## src/rtl/fetch_unit.sv

```systemverilog
// Instruction-fetch stage: owns the architectural PC, drives a handshaked
// variable-latency instruction-memory port and loads the IF/ID register.
module fetch_unit #(
   parameter logic [15:0] RESET_PC    = 16'h0000,
   parameter logic [3:0]  HALT_OPCODE = 4'hF
) (
   input  logic        clk,
   input  logic        rst,
   output logic        imem_req,
   output logic [15:0] imem_addr,
   input  logic [15:0] imem_data,
   input  logic        imem_valid,
   input  logic        stall_id,
   input  logic        branch_taken,
   input  logic [15:0] branch_target,
   output logic [15:0] ifid_instr,
   output logic [15:0] ifid_pc_plus2,
   output logic        ifid_valid,
   output logic        halted,
   output logic [15:0] pc_cur
);

   typedef enum logic [1:0] {S_REQ, S_DROP, S_HOLD, S_HALT} state_t;

   state_t      state, state_d;
   logic [15:0] pc, pc_d;
   logic [15:0] drop_addr, drop_addr_d;
   logic [15:0] buf_instr, buf_instr_d;
   logic [15:0] buf_pc2, buf_pc2_d;
   logic [15:0] instr_q, instr_d;
   logic [15:0] pc2_q, pc2_d;
   logic        valid_q, valid_d;
   logic        redir;
   logic [15:0] pc_plus2;

   assign redir    = branch_taken & ~stall_id;
   assign pc_plus2 = pc + 16'd2;

   always_ff @(posedge clk) begin
      if (rst) begin
         state     <= S_REQ;
         pc        <= RESET_PC;
         drop_addr <= '0;
         buf_instr <= '0;
         buf_pc2   <= '0;
         instr_q   <= '0;
         pc2_q     <= '0;
         valid_q   <= 1'b0;
      end else begin
         state     <= state_d;
         pc        <= pc_d;
         drop_addr <= drop_addr_d;
         buf_instr <= buf_instr_d;
         buf_pc2   <= buf_pc2_d;
         instr_q   <= instr_d;
         pc2_q     <= pc2_d;
         valid_q   <= valid_d;
      end
   end

   always_comb begin
      state_d     = state;
      pc_d        = pc;
      drop_addr_d = drop_addr;
      buf_instr_d = buf_instr;
      buf_pc2_d   = buf_pc2;
      instr_d     = instr_q;
      pc2_d       = pc2_q;
      valid_d     = valid_q;

      imem_req  = ~rst & ((state == S_REQ) | (state == S_DROP));
      imem_addr = (state == S_DROP) ? drop_addr : pc;
      halted    = (state == S_HALT);

      if (redir) begin
         // An unanswered request must still be drained at its original
         // address, so REQ without a response parks the address in DROP.
         valid_d = 1'b0;
         pc_d    = {branch_target[15:1], 1'b0};
         case (state)
            S_REQ: begin
               if (!imem_valid) begin
                  drop_addr_d = pc;
                  state_d     = S_DROP;
               end
            end
            S_DROP:  state_d = S_DROP;
            default: state_d = S_REQ;
         endcase
      end else begin
         case (state)
            S_REQ: begin
               if (imem_valid) begin
                  if (!stall_id) begin
                     instr_d = imem_data;
                     pc2_d   = pc_plus2;
                     valid_d = 1'b1;
                     if (imem_data[15:12] == HALT_OPCODE) begin
                        state_d = S_HALT;
                     end else begin
                        pc_d = pc_plus2;
                     end
                  end else begin
                     buf_instr_d = imem_data;
                     buf_pc2_d   = pc_plus2;
                     if (imem_data[15:12] != HALT_OPCODE) begin
                        pc_d = pc_plus2;
                     end
                     state_d = S_HOLD;
                  end
               end else if (!stall_id) begin
                  valid_d = 1'b0;
               end
            end
            S_DROP: begin
               if (!stall_id) begin
                  valid_d = 1'b0;
               end
               if (imem_valid) begin
                  state_d = S_REQ;
               end
            end
            S_HOLD: begin
               if (!stall_id) begin
                  instr_d = buf_instr;
                  pc2_d   = buf_pc2;
                  valid_d = 1'b1;
                  state_d = (buf_instr[15:12] == HALT_OPCODE) ? S_HALT : S_REQ;
               end
            end
            default: state_d = S_HALT;
         endcase
      end
   end

   assign ifid_instr    = instr_q;
   assign ifid_pc_plus2 = pc2_q;
   assign ifid_valid    = valid_q;
   assign pc_cur        = pc;

endmodule

```

## config.mk

```make
export PLATFORM = sky130hd
export DESIGN_NAME = fetch_unit
export DESIGN_NICKNAME = d
export VERILOG_FILES = /design/src/rtl/fetch_unit.sv
export SDC_FILE = /design/constraint.sdc
export NUM_CORES = 1
export LEC_CHECK = 0
export BUFFER_PORTS_ARGS = -buffer_cell sky130_fd_sc_hd__buf_2
export CAP_MARGIN = 15
export CORE_AREA = 3 3 100 102
export DETAILED_ROUTE_END_ITERATION = 8
export DIE_AREA = 0 0 103 105
export PLACE_DENSITY = 0.72
export SYNTH_ARGS = -nofsm -noshare
export SYNTH_HDL_FRONTEND = slang
export SYNTH_SLANG_ARGS = --single-unit
```

## constraint.sdc

```tcl
create_clock -name clk -period 1.9 [get_ports clk]
set_input_delay 0.38 -clock clk [delete_from_list [all_inputs] [get_ports clk]]
set_output_delay 0.38 -clock clk [all_outputs]
set_load 0.01 [all_outputs]
```

* Word-level counts from Yosys, hierarchy flattened
Index checks and enable logic that the tools add are counted.
** Storage, ports and cells
- Bits in registers :: 99
- Input bits :: 37
- Output and inout bits :: 67
- Word-level logic and storage cells :: 76
** Cells by class
- Add/sub/neg operators :: 1
- Equality and inequality tests :: 18
- Mux-type cells :: 29
- Bitwise gates (word level) :: 7
- Reductions and logical operators :: 12
** Operator list (count)
- $mux W16 :: 13
- $pmux W16 S2 :: 2
- $add A16 B2 Y16 const B :: 1
- $mux W2 :: 8
- $ne A3 B3 Y1 const B :: 5
- $reduce_and A4 Y1 :: 3
- $reduce_and A5 Y1 :: 2
- $eq A4 B4 Y1 const B :: 2
- $ne A2 B2 Y1 const B :: 4
- $pmux W2 S3 :: 1
- $reduce_bool A2 Y1 :: 3
- $eq A2 B2 Y1 const B :: 2
- $ne A4 B3 Y1 const B :: 1
- $ne A4 B4 Y1 const B :: 1
- $not A1 Y1 :: 4
- $pmux W2 S2 :: 1
- $mux W1 :: 3
- $ne A3 B1 Y1 const B :: 1
- $pmux W1 S3 :: 1
- $reduce_and A3 Y1 :: 1
- $reduce_bool A3 Y1 :: 1
- $and A1 B1 Y1 :: 2
- $eq A2 B1 Y1 const B :: 1
- $logic_not A2 Y1 :: 1
- 3 further kinds :: 3

* Depth between registers and ports, before layout
- Word-level depth :: 6
- Gate-level depth with buffers :: 9

* Worst setup path before layout
No wires, ideal clock.
- Kind :: register -> output
- Start :: register state[1]
- End :: output imem_addr[10]
- Arrival time :: 1.567 ns
- Data required time :: 1.520 ns
- Setup slack :: -0.047 ns
- Cell stages (with the launch flop) :: 6
- Buffers on the path :: 2
- Cells stage by stage :: dfxtp_1 > inv_1 > ha_1 > clkbuf_1 > buf_1 > mux2_2
** Between the ends
- Longest elaborated chain between the ends :: 2
** Ends and longest elaborated chain
- start, declared :: RTL line 25 : state_t state, state_d;
- start signal, assigned :: RTL line 50 : state <= state_d;
- $eq A2 B1 Y1 :: RTL line 72 : imem_addr = (state == S_DROP) ? drop_addr : pc;
- $mux W16 :: RTL line 72
- end, declared :: RTL line 10 : output logic [15:0] imem_addr,
No other way between the ends.

* Final worst setup path
- Start :: register state[0]
- End :: output imem_addr[11]
Same word-level chain as after synthesis.

==> impl_metrics.ini <==
[outcome]
status = finished, violations left
violations = setup timing

[timing]
maxSlewViolCount = 0
final-hold-violation-count = 0
finalCritPeriodShare_pct = 104.4
rsz0062_at_grt = true
skew_ns = 0.009606
min_period_ns = 1.983
final.setup.worst_slack_ns = -0.08303
timing.hold.ws_ns = 0.2453
max_slew.worst_pin.slew_ns = 0.5083
setup_viol = 14
slew_headroom_pct = 66.08
fmax_ghz = 0.5043

[final_layout]
most-common-layout-cells = nand2_1, dfxtp_1, buf_2
diodes = 0
final_nets = 706
area_delta_synth_final_pct = 31.58
fill_cells = 788
drive_above_1_share_pct = 30.54
layout_commonest_cell = nand2_1

[die]
placementRows = 35
ios = 104
core-area_um2 = 9196
start_util_pct = 48.60
die_area_um2 = 10820
dieHeight_um = 105
die_w_um = 103

[critical_path]
critPathSlowestCell = dfxtp_2
critPathKind = register to primary output
critPathBufInv = 3
crit_top_cell = buf_6
crit_required_ns = 1.52
rr_worst_depth = 10
r2r_start = state[0]
reg2reg_to = pc_cur[15]
cp.arrival_ns = 1.60
cp-start-kind = register
worst_path_dominant_cell_family = buffers and inverters
crit_chain = buf_6, ha_4, clkbuf_16, mux2_4, buf_6
critPathCaptureType = primary output
r2r_slack_ns = 0.03
crit_path_max_fanout = 4
slowest_delay_ns = 0.34

[clock_network]
cts_buffer_depth = 2
cts_tree = yes
cts-root-buf = clkbuf_8
cts_hold_buf = 0
htree_num_levels = 3
clkSinkCount = 95
cts.reportedPaths.clkPinSlew_ns = 0.10
insertion_delay_ns = 0.37
numCtsBuffers = 9

[detailed_routing]
wl_per_cell_um = 15.47
first_iter_violations = 178
first_pass_iters = 4
antenna_left = 0
drc = 0
viasPerCell = 5.426
num_vias = 4227
wl_mm = 12.06

[power]
irDropWorstVdd_mv = 0.4720
p_per_area_nw_per_um2 = 834.0
p_leak_nw = 2.384
power_mw = 4.904

[synth]
synth-seq-cells = 95
synth_edf_count = 0
synthDistinctLibCells = 46
async_reset_ff_share_pct = 0
avgSynthCellArea_um2 = 8.111
ys_warn_count = 0
ys.flop_type = dfxtp_1
synthCells = 551
syn_area_um2 = 4469
ys_seq_area_share_pct = 42.55

[place]
gp_congestion = 0.8253
portBuffers = 99
place.detailed.hpwl_mm = 7.962

[hold_path]
whs_endpoint = buf_instr[4]
holdPathStages = 3
hold_class = input port to register
hold_start = imem_data[4]

[job]
maxCapViolCount = 0

[grt]
first_global_vias = 4012
grt_overflow = 0
grt_util_all_layers_pct = 21.53
grt_max_degree = 41
grt_pass1_wl_mm = 18.80
antenna_found_initial = 0
==> per-stage QoR <==
stage	TNS [ns]	setup slack (ns)	area, um^2	utilization, %	std cells
global placement	0	0.08190	5268	57.28	752
finish	-0.8552	-0.08303	5881	63.95	779
global route	-2.403	-0.1297	5881	63.95	779
CTS	-0.9992	-0.08719	5667	61.62	771
detailed placement	0	0.02686	5268	57.28	752
floorplan	0	0.04657	4478	-	553
==> power breakdown <==
part           total (mW)  switching, mW  internal (mW)
Clock                1.52          0.731          0.784
Sequential           2.20         0.0828           2.12
Combinational        1.19          0.626          0.562
Total                4.90           1.44           3.46
==> sequential cells by signal, summed over array words and instances (netlist names), named ones only <==
| register | cells |
|---|---|
| state | 2 |
| buf_instr | 16 |
| buf_pc2 | 15 |
| ifid_pc_plus2 | 15 |
| pc_cur | 15 |
| ifid_instr | 16 |
| drop_addr | 15 |
==> kinds of logic (layout without fill, tap and decap cells) <==
logic type                 Yosys count  in the layout  synth area share [%]
AOI/OAI and AO/OA                  134            134                 18.45
xor gates and xnor gates            26             26                 5.095
adders and majority gates            6              6                 1.680
buffers and inverters               58            173                 5.487
DFF                                 95             95                 42.55
muxes                               31             31                 7.335
other                                1              3               0.08391
and+or+nand+nor                    200            200                 19.32
==> worst register-to-register path: cells and delay by family, from the launching register on <==
family | cells | cell delay, ns
buf+inv | 4 | 0.52
fa+ha+maj | 1 | 0.19
compound gates | 1 | 0.20
flops | 1 | 0.33
simple gates | 3 | 0.39
xor+xnor | 1 | 0.16
==> worst max-delay path by stage <==
stage / startpoint / to / depth (start not counted)
after detailed placement: state[0] / ifid_instr[15] / 8
after global placement: state[0] / ifid_instr[15] / 8
after CTS: state[0] / imem_addr[12] / 5
after floorplan: pc_cur[2] / pc_cur[13] / 6
after global routing: state[0] / imem_addr[11] / 5
final: state[0] / imem_addr[11] / 5
==> area by class of cell <==
class | instances | area (um^2) | share of cell area (%)
tap | 111 | 138.9 | 2.362
clock buffer | 10 | 137.6 | 2.340
inverter | 7 | 26.28 | 0.4468
multi-input combinational | 400 | 2465 | 41.91
timing repair buffer | 150 | 1116 | 18.98
sequential | 95 | 1907 | 32.43
clock inverter | 6 | 90.09 | 1.532
==> cell usage after synthesis, drive strengths merged, types with 4 or more instances <==
master   n  area share [%]
nand2   96             8.1
dfxtp   95              43
nand4    6             1.2
o21ai   21             2.4
inv      6            0.50
nor2    63             5.3
xnor2   12             2.4
nor3     5            0.56
mux2    14             3.5
buf     17             2.0
ha       6             1.7
a21oi   59             6.6
xor2    14             2.7
nor4     5            0.98
a311oi   4            0.78
nand3   12             1.3
mux2i   17             3.8
a211oi  30             5.0
clkbuf  34             2.9
or3      4            0.56
==> metal layers <==
| layer | up-vias | GRT usage [%] | wire (um) |
|---|---|---|---|
| met1 | 1964 | 28.73 | 5249 |
| met4 | 0 | 6.383 | 126 |
| met3 | 10 | 4.673 | 784 |
| li1 | 2112 | - | - |
| met5 | - | 0 | 0 |
| met2 | 141 | 34.56 | 5895 |
==> what timing repair did <==
action / 4_1_cts / 5_1_grt
gates cloned: 1 / 3
setup endpoints to repair: 16 / 57
gates resized for setup: 27 / 29
pin swaps: 1 / 9
buffers inserted: 3 / 5
(Power assumes the default switching activity.)
